===== config.mk =====
export PLATFORM = sky130hd
export DESIGN_NAME = pipeline_hazard_ctrl
export DESIGN_NICKNAME = d
export VERILOG_FILES = /design/src/rtl/pipe_ctrl_pkg.sv /design/src/rtl/pipeline_hazard_ctrl_sat_counter.sv /design/src/rtl/pipeline_hazard_ctrl.sv
export SDC_FILE = /design/constraint.sdc
export NUM_CORES = 1
export LEC_CHECK = 0
export ABC_AREA = 1
export BUFFER_PORTS_ARGS = -buffer_cell sky130_fd_sc_hd__clkbuf_2
export CAP_MARGIN = 10
export CORE_ASPECT_RATIO = 0.7
export CORE_MARGIN = 2
export CORE_UTILIZATION = 35
export DETAILED_ROUTE_END_ITERATION = 7
export GPL_TIMING_DRIVEN = 0
export MAX_ROUTING_LAYER = met4
export SYNTH_ARGS = -nofsm -noshare
export SYNTH_HDL_FRONTEND = slang
export SYNTH_HIERARCHICAL = 1
export SYNTH_SLANG_ARGS = --single-unit

===== constraint.sdc =====
create_clock -name clk -period 2.05 [get_ports clk]
set_input_delay 0.41 -clock clk [delete_from_list [all_inputs] [get_ports clk]]
set_output_delay 0.41 -clock clk [all_outputs]
set_load 0.01 [all_outputs]

===== src/rtl/pipe_ctrl_pkg.sv =====
// Shared types and constants for the pipeline hazard controller.
package pipe_ctrl_pkg;

  localparam int REG_IDX_W = 5;
  localparam logic [REG_IDX_W-1:0] REG_ZERO = 5'd0;

  typedef enum logic [1:0] {
    RUN      = 2'd0,
    LU_STALL = 2'd1,
    MEM_WAIT = 2'd2
  } state_e;

endpackage


===== src/rtl/pipeline_hazard_ctrl_sat_counter.sv =====
// Saturating up-counter with synchronous clear and asynchronous reset.
module sat_counter #(
  parameter int W = 8
) (
  input  logic         clk,
  input  logic         areset,
  input  logic         clr,
  input  logic         inc,
  output logic [W-1:0] count
);

  // Count up on inc, hold at all-ones, clear has priority over inc.
  always_ff @(posedge clk or posedge areset) begin
    if (areset) begin
      count <= '0;
    end else if (clr) begin
      count <= '0;
    end else if (inc && (count != '1)) begin
      count <= count + W'(1);
    end
  end

endmodule


===== src/rtl/pipeline_hazard_ctrl.sv =====
// Stall/flush controller for the 5-stage pipeline: memory freeze, branch
// squash and load-use bubbles, with saturating event statistics.
module pipeline_hazard_ctrl
  import pipe_ctrl_pkg::*;
#(
  parameter int LOAD_USE_STALL = 1,
  parameter int MEM_TIMEOUT    = 255,
  parameter int CNT_W          = 32
) (
  input  logic                 clk,
  input  logic                 areset,
  input  logic [REG_IDX_W-1:0] id_rs,
  input  logic [REG_IDX_W-1:0] id_rt,
  input  logic                 id_uses_rs,
  input  logic                 id_uses_rt,
  input  logic                 ex_mem_read,
  input  logic [REG_IDX_W-1:0] ex_rd,
  input  logic                 ex_branch_taken,
  input  logic                 mem_req,
  input  logic                 dmem_ready,
  output logic                 pc_we,
  output logic                 if_id_we,
  output logic                 id_ex_we,
  output logic                 ex_mem_we,
  output logic                 mem_wb_we,
  output logic                 if_id_flush,
  output logic                 id_ex_flush,
  output logic                 pc_sel_target,
  output logic                 mem_err,
  output logic [CNT_W-1:0]     stall_cnt,
  output logic [CNT_W-1:0]     flush_cnt
);

  // Remaining-bubble count after the first load-use cycle (at most 2).
  localparam logic [1:0] LUS_M1 = 2'(LOAD_USE_STALL - 1);
  localparam int TO_W = (MEM_TIMEOUT > 1) ? $clog2(MEM_TIMEOUT + 1) : 1;
  localparam logic [TO_W-1:0] TO_LAST = (MEM_TIMEOUT > 0) ? TO_W'(MEM_TIMEOUT - 1) : '0;

  state_e          state_reg, state_next;
  logic [1:0]      rem_reg, rem_next;
  logic            freeze, hazard;
  logic            stall_inc, flush_inc;
  logic [TO_W-1:0] wait_cnt;

  assign freeze = mem_req && !dmem_ready;
  assign hazard = ex_mem_read && (ex_rd != REG_ZERO) &&
                  ((id_uses_rs && (id_rs == ex_rd)) || (id_uses_rt && (id_rt == ex_rd)));

  // Prioritised decision: reset > memory freeze > branch > load-use > normal.
  always_comb begin
    pc_we         = 1'b1;
    if_id_we      = 1'b1;
    id_ex_we      = 1'b1;
    ex_mem_we     = 1'b1;
    mem_wb_we     = 1'b1;
    if_id_flush   = 1'b0;
    id_ex_flush   = 1'b0;
    pc_sel_target = 1'b0;
    flush_inc     = 1'b0;
    state_next    = RUN;
    rem_next      = 2'd0;
    if (areset) begin
      pc_we       = 1'b0;
      if_id_we    = 1'b0;
      id_ex_we    = 1'b0;
      ex_mem_we   = 1'b0;
      mem_wb_we   = 1'b0;
      if_id_flush = 1'b1;
      id_ex_flush = 1'b1;
    end else if (freeze) begin
      // Whole pipeline holds; hazard inputs are re-presented once ready.
      pc_we      = 1'b0;
      if_id_we   = 1'b0;
      id_ex_we   = 1'b0;
      ex_mem_we  = 1'b0;
      mem_wb_we  = 1'b0;
      state_next = MEM_WAIT;
    end else if (ex_branch_taken) begin
      // Squash the two wrong-path slots; any pending bubbles are dropped.
      if_id_flush   = 1'b1;
      id_ex_flush   = 1'b1;
      pc_sel_target = 1'b1;
      flush_inc     = 1'b1;
    end else if ((state_reg == LU_STALL) || hazard) begin
      pc_we       = 1'b0;
      if_id_we    = 1'b0;
      id_ex_flush = 1'b1;
      if (state_reg == LU_STALL) begin
        if (rem_reg > 2'd1) begin
          state_next = LU_STALL;
          rem_next   = rem_reg - 2'd1;
        end
      end else if (LOAD_USE_STALL > 1) begin
        state_next = LU_STALL;
        rem_next   = LUS_M1;
      end
    end
  end

  assign stall_inc = !pc_we && !areset;

  // State and remaining-bubble registers.
  always_ff @(posedge clk or posedge areset) begin
    if (areset) begin
      state_reg <= RUN;
      rem_reg   <= 2'd0;
    end else begin
      state_reg <= state_next;
      rem_reg   <= rem_next;
    end
  end

  // Sticky timeout flag: set on the freeze cycle that completes the budget.
  always_ff @(posedge clk or posedge areset) begin
    if (areset) begin
      mem_err <= 1'b0;
    end else if ((MEM_TIMEOUT > 0) && freeze && (wait_cnt == TO_LAST)) begin
      mem_err <= 1'b1;
    end
  end

  sat_counter #(.W(CNT_W)) u_stall_cnt (
    .clk(clk), .areset(areset), .clr(1'b0), .inc(stall_inc), .count(stall_cnt)
  );

  sat_counter #(.W(CNT_W)) u_flush_cnt (
    .clk(clk), .areset(areset), .clr(1'b0), .inc(flush_inc), .count(flush_cnt)
  );

  sat_counter #(.W(TO_W)) u_wait_cnt (
    .clk(clk), .areset(areset), .clr(!freeze),
    .inc(freeze && (MEM_TIMEOUT > 0)), .count(wait_cnt)
  );

endmodule


==> impl_results.md, run 1 <==
* Status: finished, final reports clean
* Num CTS Buffers at 9
* GP Congestion at 0.919
* Die W at 155 um
* CP peak stage delay at 0.38 ns
* FF-to-FF Start: u_flush_cnt/count[1]
* Drt pass-1 iters at 5
* Seq/Total Area, Yosys at 34.6%
* Crit path launch: mem_req
* Pwr Total at 3.71 mW
* Critical path class: in -> out
* Max-slew violations at 0
* Setup TNS at 0 ns
* VDD IR max at 0.000429 V
* Setup WS pre-CTS at -0.506 ns
* Starting Density at 35.8%
* LEAKAGE at 3.47 nW
* Critical Path Sink Type: output pin
* Die height at 110 um
* FFs w/ async S/R, synth at 100%
* Area Growth Syn to Fin at 22.3%
* Worst hold path class: in -> async
* Number of enable flip-flop cells after synthesis at 0
* Via Count at 5870
* Largest regs: u_flush_cnt/count (32), u_stall_cnt/count (32), u_wait_cnt/count (8)
* Storage element area at 0.00193 sq mm
* Largest net degree at the start of global routing at 19
* Top_reg_cell synth: dfrtp_1
* Wirelength per Cell at 13.7 um
* Share of cells above drive strength 1 at 18.6%
* Vias in the first global route at 5108
* Clk_lat worst skew at 0.35 ns
* Final Hold Fails at 0
* Max_slew headroom at 48.3%
* Worst Tran Pin Value at 0.775 ns
* Antenna Nets Post-Route at 0
* Root Buffer Master: clkbuf_16
* Final setup violation count at 0
* Antenna cells at 0
* Nets at 1029
* CTS tree: built
* Routed vias/inst at 4.86
* Slowest cell on the critical path: nor2_1
* Synth Register Bits at 77
* Initial drt markers at 433
* Mapped Area at 0.00557 sq mm
* Setup Skew at 0.0111 ns
* Crit path cell chain: clkbuf_2 -> inv_1 -> nor2_4 -> nor2_1 -> nand3_1 -> o21ai_1 -> buf_4 -> clkbuf_2
* Max Cap Violations at 0
* Clock Path Buffers at 2
* Tmin final at 1.97 ns
* Dpl hpwl at 12900 um
* Die area at 0.0170 sq mm
* Synth Area per Inst at 6.29 sq um
* WP buf/inv at 4
* Setup ws final at 0.0841 ns
* Fillers at 1682
* IO Count at 96
* CTS clk-pin slew, worst paths at 0.06 ns
* Rows at 38
* Critical path peak fanout at 5
* Power density cells at 545 mW/mm^2
* Final Cycle Share at 95.9%
* Commonest non-fill, non-tap cell in the layout: nand2_1
* Most frequent cells in the layout: nand2_1 (346), nor2_1 (125), inv_1 (99)
* Ys Warns at 6
* Finished Core Util at 43.8%
* Total grt overflow at 0
* Hold Buf Count CTS at 0
* Post-Synthesis Cells at 886
* Total track usage at 20.7%
* Core Box Area at 0.0155 sq mm
* Fmax at 0.509 GHz
* Netlist cell types at 34
* Crit start category: input pin
* Unrepaired setup endpoints after global routing: true
* WP data required at 1.64 ns
* WP data arrival at 1.56 ns
* Delay-heaviest family, CP: simple AND/OR/NAND/NOR gates
* First-pass GRT wire length at 26600 um
* Area of the multi-input gates at 0.00318 sq mm
* H-tree depth at 3
* Clock Sinks at 77
* Final WL at 16500 um
* Input/output buffers at 95
* CP most frequent cell: clkbuf_2
* Worst Hold Margin at 0.0966 ns
* Initial antenna violation count at 0
* Post-route DRC at 0
-- per-layer routing --
layer | track usage (%) | part of all wire, %
met3 | 4.89 | 7.0
met5 | - | 0
met2 | 27.3 | 39
met1 | 31.5 | 53
met4 | 4.76 | 0.82
-- through the flow --
step,std cells,instance area [sq um]
finish,1208,6810
global route,1208,6810
CTS,1204,6720
detailed placement,1188,6370
global placement,1186,6310
floorplan,891,5590
-- synth_stat cells, types with 7 or more instances --
cell type    n  share of area (%)
nand2_4     10                2.0
nand4_1     23                2.6
inv_1       99                6.7
nor2_1     129                8.7
inv_2        7               0.47
nand3_1     70                6.3
nand2_1    346                 23
dfrtp_1     77                 35
xor2_1       9                1.4
o21ai_0     27                2.4
a21oi_1      8               0.72
nand2_2      9                1.0
nor2_2       9                1.0
-- final cells by class --
cell class / count / area share [%]
tap: 200 / 3.68
multi-input combinational: 686 / 46.7
sequential: 77 / 28.3
timing repair buffer: 101 / 8.23
clock buffer: 12 / 3.62
buffer: 19 / 1.98
clock inverter: 4 / 1.40
inverter: 109 / 6.08
-- report_power, final --
group / total [mW] / switching [mW] / internal, mW
combinational: 0.294 / 0.198 / 0.0955
sequential: 1.53 / 0.00578 / 1.52
clock: 1.88 / 0.662 / 1.22
total: 3.71 / 0.866 / 2.84
-- cells by family (layout without fill, tap and decap cells) --
logic type,Yosys count,after routing,synth area share [%]
compound gates,50,50,5.15
simple gates,615,615,47.9
fa+ha+maj,3,3,0.674
flops,77,77,34.6
buf+inv,128,245,9.73
xor+xnor,12,12,1.89
other cells,1,6,0.0673
-- final timing paths --
kind / to / slack, ns / depth (start not counted)
min reg2reg: rem_reg[0] / 0.42 / 1
min: rem_reg[0] / 0.1 / 2
max: pc_we / 0.08 / 8
max in group asynchronous: u_stall_cnt/count[1] / 1.18 / 3
min in group clk: state_reg[1] / 0.39 / 2
max reg2reg: u_flush_cnt/count[18] / 0.12 / 12
-- timing repair --
| item | 4_1_cts | 5_1_grt |
|---|---|---|
| setup endpoints to repair | 20 | 52 |
| hold endpoints to repair | 0 | 0 |
| setup buffers | 0 | 4 |
| gates resized for setup | 2 | 15 |
| pin swaps | 0 | 3 |
Note: power is estimated with default switching activity, not from simulation.
==> run 2: changes to the inputs <==
Settings changed: ABC_AREA 1 to not set.
==> impl_results.md, run 2 <==
* Status: finished, violations left
* Failing checks: setup timing
* CP peak stage delay at 0.42 ns
* Met3 wire length at 511 um
* Setup Skew at 0.00753 ns
* Initial drt markers at 407
* Antenna Nets Post-Route at 0
* CP most frequent cell: buf_6
* Share of cells above drive strength 1 at 46.2%
* Final setup violation count at 55
* Slowest cell on the critical path: or3_4
* Total track usage at 19.6%
* Fmax at 0.408 GHz
* Num CTS Buffers at 9
* R2r setup slk at -0.29 ns
* LEAKAGE at 2.92 nW
* Met1 wire length at 6320 um
* Clock Path Buffers at 2
* Critical path peak fanout at 6
* Largest regs: u_flush_cnt/count (32), u_stall_cnt/count (32), u_wait_cnt/count (8)
* Antenna cells at 0
* Tmin final at 2.45 ns
* Post-route cell area at 0.00677 sq mm
* Critical Path Sink Type: flop
* Dpl hpwl at 8450 um
* Area Growth Syn to Fin at 53.3%
* Total grt overflow at 0
* Most frequent cells in the layout: clkbuf_2 (89), dfrtp_1 (70), buf_4 (52)
* GP Congestion at 0.786
* FFs w/ async S/R, synth at 100%
* Root Buffer Master: clkbuf_16
* Drt pass-1 iters at 4
* Starting Density at 35.7%
* Worst Reg-to-Reg Cells at 6
* Top post-synthesis cells by area: dfrtp_1 (44%), a21oi_1 (6.6%), o31ai_1 (5.4%)
* Synth top area share at 43.6%
* Die W at 138 um
* Setup TNS at -9.48 ns
* Rows at 34
* Most common cell in the synthesized netlist: dfrtp_1
* Number of enable flip-flop cells after synthesis at 0
* Mapped Area at 0.00442 sq mm
* Max layer used: met4
* Wirelength per Cell at 16.6 um
* Worst hold path class: in -> async
* Power density cells at 529 mW/mm^2
* Nets at 676
* Setup WS pre-CTS at -1.19 ns
* WP data required at 2.31 ns
* Top_reg_cell synth: dfrtp_1
* Final Hold Fails at 0
* Netlist cell types at 51
* Input/output buffers at 95
* Crit start category: input pin
* Largest net degree at the start of global routing at 19
* Final WL at 13600 um
* Seq/Total Area, Yosys at 43.6%
* Unrepaired setup endpoints after global routing: true
* Pwr Total at 3.58 mW
* Routed vias/inst at 5.54
* Worst Tran Pin Value at 0.824 ns
* WP buf/inv at 4
* Initial antenna violation count at 0
* Final Cycle Share at 120%
* Setup ws final at -0.400 ns
* Cell Area, Placed at 0.00530 sq mm
* IO Count at 96
* Clock Sinks at 77
* Synth top cells by count: dfrtp_1 (77), a21oi_1 (58), o31ai_1 (32)
* Clk_lat worst skew at 0.33 ns
* Max_slew headroom at 45.0%
* Die height at 98.0 um
* DR WL met2 at 6610 um
* Delay-heaviest family, CP: simple AND/OR/NAND/NOR gates
* WP data arrival at 2.71 ns
* First-pass GRT wire length at 21400 um
* CTS tree: built
* Worst reg2reg endpoint: u_stall_cnt/count[20]
* Die area at 0.0135 sq mm
* Core Box Area at 0.0124 sq mm
* CTS clk-pin slew, worst paths at 0.06 ns
* Hold Buf Count CTS at 0
* VDD IR max at 0.000374 V
* FF-to-FF Start: u_stall_cnt/count[9]
* Max Cap Violations at 0
* Max-slew violations at 0
* Post-Synthesis Cells at 469
* Synth Area per Inst at 9.42 sq um
* Post-route DRC at 0
* Synth Register Bits at 77
* Critical path class: in -> reg
* Commonest non-fill, non-tap cell in the layout: clkbuf_2
* H-tree depth at 3
* Vias in the first global route at 4308
* Via Count at 4519
* Ys Warns at 6
* Yosys top cell by area: dfrtp_1
* Crit path cell chain: buf_6 -> xor2_1 -> nor4_2 -> a32oi_2 -> o31ai_4 -> buf_4 -> inv_4 -> or3_4 -> buf_6 -> or4_4 -> a21oi_2
## run 2: changes by cell type after synthesis, moves of 32 or more
cell     change
nand2_1    -320
nor2_1     -111
inv_1       -76
a21oi_1     +50
nand3_1     -48
o31ai_1     +32
## run 2: power by group
group / leakage (nW) / switching [mW] / internal (mW) / total (mW)
sequential: 1.06 / 0.00442 / 1.52 / 1.53
clock: 0.161 / 0.631 / 1.16 / 1.79
combinational: 1.70 / 0.152 / 0.112 / 0.264
total: 2.92 / 0.787 / 2.80 / 3.58
## run 2: kinds of logic after synthesis
group / share of synthesized area, %
buf+inv: 4.22
other cells: 0.0849
flops: 43.6
simple gates: 25.2
compound gates: 20.8
xor+xnor: 3.17
fa+ha+maj: 0.850
mux: 2.04
## run 2: worst reg2reg max path: stages (launching register included)
cell,delay (ns)
dfrtp_1,0.44
and4_1,0.41
nand3_2,0.25
or3_4,0.47
buf_6,0.15
or4_4,0.42
a21oi_2,0.15
## run 2: layer usage
metal  vias up  GRT usage [%]
met4         0           4.40
met3        14           3.63
met5         -              -
met1      2234           26.7
li1       2166              -
met2       105           30.5
## run 2: worst max-delay path by stage
stage,end,cells past startpoint,startpoint,slack (ns)
5_1_grt,u_stall_cnt/count[21],11,id_rt[3],-0.53
6_report,u_stall_cnt/count[20],11,id_rt[3],-0.40
3_3_place_gp,u_stall_cnt/count[21],11,ex_rd[1],-1.16
3_5_place_dp,u_stall_cnt/count[21],11,ex_rd[1],-1.19
2_1_floorplan,u_stall_cnt/count[19],10,ex_rd[1],-0.59
4_1_cts,u_stall_cnt/count[21],11,ex_rd[3],-0.56
## run 2: cell type report
| class | instances | area [sq um] |
|---|---|---|
| inverters | 23 | 98.8 |
| well taps | 162 | 203 |
| plain buffers | 15 | 105 |
| fillers | 1088 | 5610 |
| clock inverters | 3 | 67.6 |
| multi-input cells | 361 | 2980 |
| clock buffers | 12 | 267 |
| flip-flops and latches | 77 | 1940 |
| repair buffers | 163 | 1120 |
## run 2: timing repair
| action | in CTS | in global routing |
|---|---|---|
| resized for setup | 68 | 79 |
| pin swaps | 47 | 49 |
| cloned | 2 | 0 |
| hold endpoints to repair | 0 | 0 |
| endpoints found under the setup margin | 65 | 66 |
| setup buffers | 37 | 28 |
## run 2: stage by stage
stage          instances  util (%)  hold slack (ns)
2_1_floorplan        478         -            0.189
4_1_cts              790      50.2            0.118
5_1_grt              816      54.7            0.144
3_3_place_gp         735      42.4            0.411
3_5_place_dp         737      42.8            0.420
6_report             816      54.7            0.116
